==> src/rtl/ram_port_arbiter_if.sv <==
// Signal bundle between the two client ports, the arbiter and the shared RAM.
// master = clients plus RAM instance side, slave = arbiter side.
interface ram_port_arbiter_if #(
  parameter int ADDR_W = 6,
  parameter int DATA_W = 8
);
  logic              req0;
  logic              we0;
  logic [ADDR_W-1:0] addr0;
  logic [DATA_W-1:0] wdata0;
  logic              gnt0;
  logic              rvalid0;

  logic              req1;
  logic              we1;
  logic [ADDR_W-1:0] addr1;
  logic [DATA_W-1:0] wdata1;
  logic              gnt1;
  logic              rvalid1;

  logic [DATA_W-1:0] rdata;
  logic              init_done;

  logic              ram_we;
  logic [ADDR_W-1:0] ram_addr;
  logic [DATA_W-1:0] ram_wdata;
  logic [DATA_W-1:0] ram_q;

  modport master (
    output req0, we0, addr0, wdata0,
    output req1, we1, addr1, wdata1,
    output ram_q,
    input  gnt0, rvalid0, gnt1, rvalid1,
    input  rdata, init_done,
    input  ram_we, ram_addr, ram_wdata
  );

  modport slave (
    input  req0, we0, addr0, wdata0,
    input  req1, we1, addr1, wdata1,
    input  ram_q,
    output gnt0, rvalid0, gnt1, rvalid1,
    output rdata, init_done,
    output ram_we, ram_addr, ram_wdata
  );
endinterface

==> src/rtl/ram_port_arbiter.sv <==
// Round-robin arbiter sharing one single-port synchronous RAM between two requesters.
// Define MEM_CLEAR_EN to zero the whole RAM after every reset before accepting traffic.
module ram_port_arbiter #(
  parameter int ADDR_W = 6,
  parameter int DATA_W = 8
) (
  input  logic              clk,
  input  logic              rst_n,
  ram_port_arbiter_if.slave bus
);

  typedef enum logic {
    CLEAR = 1'b0,
    RUN   = 1'b1
  } state_t;

  state_t            state_q;
  state_t            state_d;
  logic              last_gnt_q;
  logic [ADDR_W-1:0] addr_hold_q;
  logic [DATA_W-1:0] wdata_hold_q;
  logic              rvalid0_q;
  logic              rvalid1_q;

  logic              gnt0;
  logic              gnt1;
  logic              ram_we_c;
  logic [ADDR_W-1:0] ram_addr_c;
  logic [DATA_W-1:0] ram_wdata_c;

`ifdef MEM_CLEAR_EN
  localparam state_t            RESET_STATE = CLEAR;
  localparam logic [ADDR_W-1:0] LAST_ADDR   = '1;

  logic [ADDR_W-1:0] sweep_q;

  always_ff @(posedge clk or negedge rst_n) begin
    if (!rst_n) begin
      sweep_q <= '0;
    end else if (state_q == CLEAR) begin
      sweep_q <= sweep_q + 1'b1;
    end
  end
`else
  localparam state_t RESET_STATE = RUN;
`endif

  always_ff @(posedge clk or negedge rst_n) begin
    if (!rst_n) begin
      state_q <= RESET_STATE;
    end else begin
      state_q <= state_d;
    end
  end

  // Grants and the RAM bus are combinational so a request is served in its own cycle;
  // when nobody is granted the address and data hold their previous values.
  always_comb begin
    state_d     = state_q;
    gnt0        = 1'b0;
    gnt1        = 1'b0;
    ram_we_c    = 1'b0;
    ram_addr_c  = addr_hold_q;
    ram_wdata_c = wdata_hold_q;
    case (state_q)
`ifdef MEM_CLEAR_EN
      CLEAR: begin
        ram_we_c    = 1'b1;
        ram_addr_c  = sweep_q;
        ram_wdata_c = '0;
        if (sweep_q == LAST_ADDR) begin
          state_d = RUN;
        end
      end
`endif
      RUN: begin
        if (bus.req0 && (!bus.req1 || last_gnt_q)) begin
          gnt0 = 1'b1;
        end else if (bus.req1) begin
          gnt1 = 1'b1;
        end
        if (gnt0) begin
          ram_we_c    = bus.we0;
          ram_addr_c  = bus.addr0;
          ram_wdata_c = bus.wdata0;
        end else if (gnt1) begin
          ram_we_c    = bus.we1;
          ram_addr_c  = bus.addr1;
          ram_wdata_c = bus.wdata1;
        end
      end
      default: begin
        state_d = RUN;
      end
    endcase
    // Keep the RAM and the clients quiet while reset is asserted.
    if (!rst_n) begin
      gnt0        = 1'b0;
      gnt1        = 1'b0;
      ram_we_c    = 1'b0;
      ram_addr_c  = '0;
      ram_wdata_c = '0;
    end
  end

  always_ff @(posedge clk or negedge rst_n) begin
    if (!rst_n) begin
      last_gnt_q   <= 1'b1;
      addr_hold_q  <= '0;
      wdata_hold_q <= '0;
      rvalid0_q    <= 1'b0;
      rvalid1_q    <= 1'b0;
    end else begin
      addr_hold_q  <= ram_addr_c;
      wdata_hold_q <= ram_wdata_c;
      rvalid0_q    <= gnt0 && !bus.we0;
      rvalid1_q    <= gnt1 && !bus.we1;
      if (gnt0) begin
        last_gnt_q <= 1'b0;
      end else if (gnt1) begin
        last_gnt_q <= 1'b1;
      end
    end
  end

  assign bus.gnt0      = gnt0;
  assign bus.gnt1      = gnt1;
  assign bus.rvalid0   = rvalid0_q;
  assign bus.rvalid1   = rvalid1_q;
  assign bus.rdata     = bus.ram_q;
  assign bus.init_done = (state_q == RUN);
  assign bus.ram_we    = ram_we_c;
  assign bus.ram_addr  = ram_addr_c;
  assign bus.ram_wdata = ram_wdata_c;

endmodule

==> src/flat_wrapper.sv <==
// flat-port wrapper written by rule: the top's interface ports become plain ports
module ram_port_arbiter_flat 
#(
  parameter int ADDR_W = 6,
  parameter int DATA_W = 8
)
  (clk, rst_n, bus_req0, bus_we0, bus_addr0, bus_wdata0, bus_req1, bus_we1, bus_addr1, bus_wdata1, bus_ram_q, bus_gnt0, bus_rvalid0, bus_gnt1, bus_rvalid1, bus_rdata, bus_init_done, bus_ram_we, bus_ram_addr, bus_ram_wdata);
  ram_port_arbiter_if #(.ADDR_W(ADDR_W), .DATA_W(DATA_W)) bus_i ();
  input  logic clk;
  input  logic rst_n;
  input wire logic [$bits(bus_i.req0)-1:0] bus_req0;
  input wire logic [$bits(bus_i.we0)-1:0] bus_we0;
  input wire logic [$bits(bus_i.addr0)-1:0] bus_addr0;
  input wire logic [$bits(bus_i.wdata0)-1:0] bus_wdata0;
  input wire logic [$bits(bus_i.req1)-1:0] bus_req1;
  input wire logic [$bits(bus_i.we1)-1:0] bus_we1;
  input wire logic [$bits(bus_i.addr1)-1:0] bus_addr1;
  input wire logic [$bits(bus_i.wdata1)-1:0] bus_wdata1;
  input wire logic [$bits(bus_i.ram_q)-1:0] bus_ram_q;
  output wire logic [$bits(bus_i.gnt0)-1:0] bus_gnt0;
  output wire logic [$bits(bus_i.rvalid0)-1:0] bus_rvalid0;
  output wire logic [$bits(bus_i.gnt1)-1:0] bus_gnt1;
  output wire logic [$bits(bus_i.rvalid1)-1:0] bus_rvalid1;
  output wire logic [$bits(bus_i.rdata)-1:0] bus_rdata;
  output wire logic [$bits(bus_i.init_done)-1:0] bus_init_done;
  output wire logic [$bits(bus_i.ram_we)-1:0] bus_ram_we;
  output wire logic [$bits(bus_i.ram_addr)-1:0] bus_ram_addr;
  output wire logic [$bits(bus_i.ram_wdata)-1:0] bus_ram_wdata;
  assign bus_i.req0 = bus_req0;
  assign bus_i.we0 = bus_we0;
  assign bus_i.addr0 = bus_addr0;
  assign bus_i.wdata0 = bus_wdata0;
  assign bus_i.req1 = bus_req1;
  assign bus_i.we1 = bus_we1;
  assign bus_i.addr1 = bus_addr1;
  assign bus_i.wdata1 = bus_wdata1;
  assign bus_i.ram_q = bus_ram_q;
  assign bus_gnt0 = bus_i.gnt0;
  assign bus_rvalid0 = bus_i.rvalid0;
  assign bus_gnt1 = bus_i.gnt1;
  assign bus_rvalid1 = bus_i.rvalid1;
  assign bus_rdata = bus_i.rdata;
  assign bus_init_done = bus_i.init_done;
  assign bus_ram_we = bus_i.ram_we;
  assign bus_ram_addr = bus_i.ram_addr;
  assign bus_ram_wdata = bus_i.ram_wdata;
  ram_port_arbiter #(.ADDR_W(ADDR_W), .DATA_W(DATA_W)) u_core (.clk(clk), .rst_n(rst_n), .bus(bus_i));
endmodule
==> config.mk <==
export PLATFORM = sky130hd
export DESIGN_NAME = ram_port_arbiter_flat
export DESIGN_NICKNAME = d
export VERILOG_FILES = /design/src/rtl/ram_port_arbiter_if.sv /design/src/rtl/ram_port_arbiter.sv /design/src/flat_wrapper.sv
export SDC_FILE = /design/constraint.sdc
export NUM_CORES = 1
export LEC_CHECK = 0
export CAP_MARGIN = 20
export CORE_MARGIN = 2
export CORE_UTILIZATION = 33
export DETAILED_ROUTE_END_ITERATION = 16
export PLACE_DENSITY_LB_ADDON = 0.2
export SKIP_CTS_REPAIR_TIMING = 1
export SYNTH_ARGS = -nofsm -noshare
export SYNTH_HDL_FRONTEND = slang
export SYNTH_SLANG_ARGS = --single-unit
export TNS_END_PERCENT = 20
==> constraint.sdc <==
create_clock -name clk -period 1.8 [get_ports clk]
set_clock_uncertainty 0.2 [all_clocks]
set_input_delay 0.27 -clock clk [delete_from_list [all_inputs] [get_ports clk]]
set_output_delay 0.27 -clock clk [all_outputs]
set_load 0.02 [all_outputs]
======== Word-level counts from Yosys, hierarchy flattened ========
Index checks and enable logic that the tools add are counted.
Widths: inputs -> output; s select.
storage, ports and cells
  bits of input ports ..................... 42
  bits in registers ....................... 17
  word-level logic and storage cells ...... 29
  output and inout bits ................... 28
cells by class
  reduce and logical (&&, ||, !) cells .... 8
  muxes and demuxes ....................... 16
operators by type and width
  kind               count
  $mux 8             3
  $mux 6             3
  $mux 1             10
  $logic_and 1x1->1  3
  $logic_not 1->1    3
  $reduce_bool 2->1  1
  $logic_or 1x1->1   1

======== Depth between registers and ports, before layout ========
  depth in word-level cells ............... 7
  mapped depth ............................ 4
  gate-level depth less buffers ........... 3

======== Least setup slack after synthesis ========
No wires, ideal clock.
  path type ............................... register to output
  start ................................... reg u_core.last_gnt_q
  end ..................................... out bus_ram_addr[0]
  path buffers ............................ 1
  cell stages (with the launch flop) ...... 5
  slack ................................... 145 ps
  arrival time ............................ 1185 ps
  required time ........................... 1330 ps
  cell sequence ........................... dfstp_2 -> nor2b_4 -> o21ai_2 -> buf_4 -> o2bb2ai_1
on the way
  cells in the longest elaborated chain, start to end .. 6
  elaborated cells on any way between the ends .. 7
  classes of those cells .................. mux: 5; reduce/logical: 2
RTL lines
  item                      line                     source
  start: declaration        ram_port_arbiter.sv:19   logic last_gnt_q;
  start signal: assignment  ram_port_arbiter.sv:108  last_gnt_q <= 1'b1;
  start signal: assignment  ram_port_arbiter.sv:119  last_gnt_q <= 1'b0;
  start signal: assignment  ram_port_arbiter.sv:121  last_gnt_q <= 1'b1;
  $logic_or 1x1->1 (*)      ram_port_arbiter.sv:77   if (bus.req0 && (!bus.req1 || last_gnt_q)) begin
  $logic_and 1x1->1 (*)     ram_port_arbiter.sv:77
  $mux 1                    ram_port_arbiter.sv:77
  $mux 6                    ram_port_arbiter.sv:86   end else if (gnt1) begin
  $mux 6 (*)                ram_port_arbiter.sv:82   if (gnt0) begin
  $mux 6 (*)                ram_port_arbiter.sv:97   if (!rst_n) begin
  end: declaration          flat_wrapper.sv:27       output wire logic [$bits(bus_i.ram_addr)-1:0] bus_ram_addr;
Every way passes the cells marked *; elsewhere a longest branch is shown, timed or not.

======== Final worst setup path ========
  start ................................... reg u_core.last_gnt_q
  end ..................................... out bus_ram_addr[3]
The elaborated chain is that of the path after synthesis.

==> run summary <==
Status -> finished, violations left
Failing checks -> setup timing
DP Area -> 0.00148 mm2
Min cycle time layout -> 2080 ps
RSZ-0062 raised after global routing -> true
Mapped Cells -> 74
Clock buffer depth -> 2
LEAKAGE -> 0.791 nW
Non-Filler Instances -> 170
Mux cell area share after synthesis -> 11.9%
Pre-CTS setup slack -> -792 ps
Netlist cell types -> 21
Antenna cell count -> 0
Number of synthesized flops with an enable pin -> 0
Vias in the first global route -> 825
Largest family of logic cells by synthesized area -> compound AO/OA/AOI/OAI gates
Tot Pwr -> 1.06 mW
Synth Flop Type -> dfrtp_1
Number of synthesized register bits -> 17
Global-route wire length before repair -> 3.80 mm
Starting Density -> 34.1%
Top-count cell post-synth -> dfrtp_1
Yosys Warn Count -> 0
GRT overflow -> 0
Xor and xnor fraction of the mapped netlist area -> 0%
Pin count of the biggest net entering global routing -> 17
Worst slew pin tran -> 533 ps
Pwr Density -> 625 mW/mm2
Setup CP Type -> reg2out
Worst setup SP type -> flop
Worst path cell trace -> nor2b_4 > buf_6 > nor2_8 > buf_6 > a22o_1 > buf_6
Synthesized cell area -> 923 um2
Syn Area/Cell -> 12.5 um2
GP Congestion -> 0.755
Die span in x -> 56.9 um
Root Driver -> clkbuf_4
Yosys top cell by area -> dfrtp_1
Synth area leaders -> dfrtp_1 (43%), mux2i_1 (12%), o2bb2ai_1 (10%)
Max-slew headroom -> 64.4%
CTS buffer count -> 3
Peak fanout along the critical path -> 6
Pre-Repair DR Iteration Count -> 2
1st-iter DRT viols -> 9
Setup TNS -> -3790 ps
Post-layout util -> 62.7%
Post-synthesis simple-gate area fraction -> 10.4%
Total core area -> 0.00271 mm2
Routed wire length -> 2.65 mm
Clock Latency Late Sink -> 280 ps
Placed Cells -> 157
Final Hold Fails -> 0
Critical Path AT -> 1610 ps
Most Frequent Cell on Critical Path -> buf_6
Adder-cell share of the synthesized area -> 0%
Final period utilization -> 116%
Die ar. -> 0.00324 mm2
Drt wl/cell -> 15.6 um
GRT Total Usage -> 15.3%
Layout cells sized above 1 -> 40.3%
Die Ht -> 56.9 um
Register area share after synthesis -> 46.2%
Post-DRT Antenna Nets -> 0
Setup violations, final -> 17
Antenna violations before repair -> 0
Via/cell ratio -> 4.94
Vias -> 840
Clk pin slew, worst setup/hold paths -> 90 ps
Worst vdd ir -> 508 uV
DRC violations left -> 0
Design Area, Final -> 0.00170 mm2
Ports -> 70
WP data required -> 1330 ps
Post-synth top area share -> 43.4%
Area grow syn2layout -> 84.0%
Port bufs -> 52
Hold WS -> 183 ps
Hold Path Class -> in2reg
DP HPWL -> 1.83 mm
Max stage delay cell, worst path -> dfstp_2
Row count -> 19
Asr flop ratio synth -> 100%
H-tree levels -> 1
Worst setup margin -> -279 ps
CP peak stage delay -> 570 ps
Max cap viols -> 0
Clock Sinks -> 17
Final Max Slew Viols -> 0
Compound-Gate Fraction of Synth Area -> 19.2%
TritonCTS clock tree -> done
Mapped Nets -> 116
Nets -> 182
CP endpoint kind -> primary output
Synth cell count leaders -> dfrtp_1 (16), buf_4 (12), mux2i_1 (11), o2bb2ai_1 (11), a22o_1 (4)
Max Freq -> 0.481 GHz
## power breakdown
part	switching [mW]	internal (mW)	leakage [nW]	total (mW)
registers	0.0126	0.418	0.222	0.431
clock network	0.124	0.0863	0.0150	0.210
logic	0.187	0.233	0.554	0.420
total	0.323	0.738	0.791	1.06
## cell usage in the layout (no fill, tap or decap), types with 2 or more instances in the layout
cell	netlist	final
a31o_1	3	3
clkdlybuf4s50_1	0	32
o2bb2ai_2	0	7
dlymetal6s2s_1	0	3
nor3b_1	3	3
dlygate4sd3_1	0	2
a22o_1	4	4
nand2_4	1	2
o2bb2ai_4	0	2
mux2i_1	11	11
o2bb2ai_1	11	2
buf_6	0	16
dfrtp_1	16	16
buf_4	12	18
clkbuf_4	0	3
## sequential cells by signal, summed over array words and instances (netlist names)
name / flops
u_core.bus.rvalid0: 1
u_core.wdata_hold_q: 8
u_core.last_gnt_q: 1
u_core.addr_hold_q: 6
u_core.bus.rvalid1: 1
## worst max-delay path: cells and delay by family (launching register included)
kind                   cells  cell delay, ps
AND/OR/NAND/NOR            2             210
AO/OA/AOI/OAI              1             160
flip-flops                 1             570
buffers and inverters      3             380
## cell type report
cell class | instances | area [um2]
clock buffers | 4 | 26.3
fillers | 228 | 1010
inverters | 1 | 3.75
multi-input cells | 44 | 485
flip-flops and latches | 17 | 427
well taps | 31 | 38.8
repair buffers | 73 | 718
## layer usage
layer	wire [um]	global-route usage [%]	part of all wire, %
met5	0	0	0
met1	1120	19.2	42
met3	138	2.76	5.2
met4	38	7.97	1.4
met2	1350	25.0	51
## worst paths after layout
kind	startpoint	to	slack, ps	cells past startpoint
min in group asynchronous	rst_n	u_core.wdata_hold_q[1]$_DFF_PN0_	430	3
worst max register to register	u_core.last_gnt_q$_DFFE_PN1P_	u_core.addr_hold_q[2]$_DFF_PN0_	190	7
max in group asynchronous	rst_n	u_core.wdata_hold_q[5]$_DFF_PN0_	330	4
worst min-delay path	bus_req0	u_core.last_gnt_q$_DFFE_PN1P_	180	2
worst min register to register	u_core.wdata_hold_q[7]$_DFF_PN0_	u_core.wdata_hold_q[7]$_DFF_PN0_	380	2
worst max-delay path	u_core.last_gnt_q$_DFFE_PN1P_	bus_ram_addr[3]	-280	6
## logic make-up after synthesis
logic type / count (synthesis)
and+or+nand+nor: 10
AOI/OAI and AO/OA: 21
buffers and inverters: 14
DFF: 17
other: 1
muxes: 11
Power figures use the tool's default switching activity.
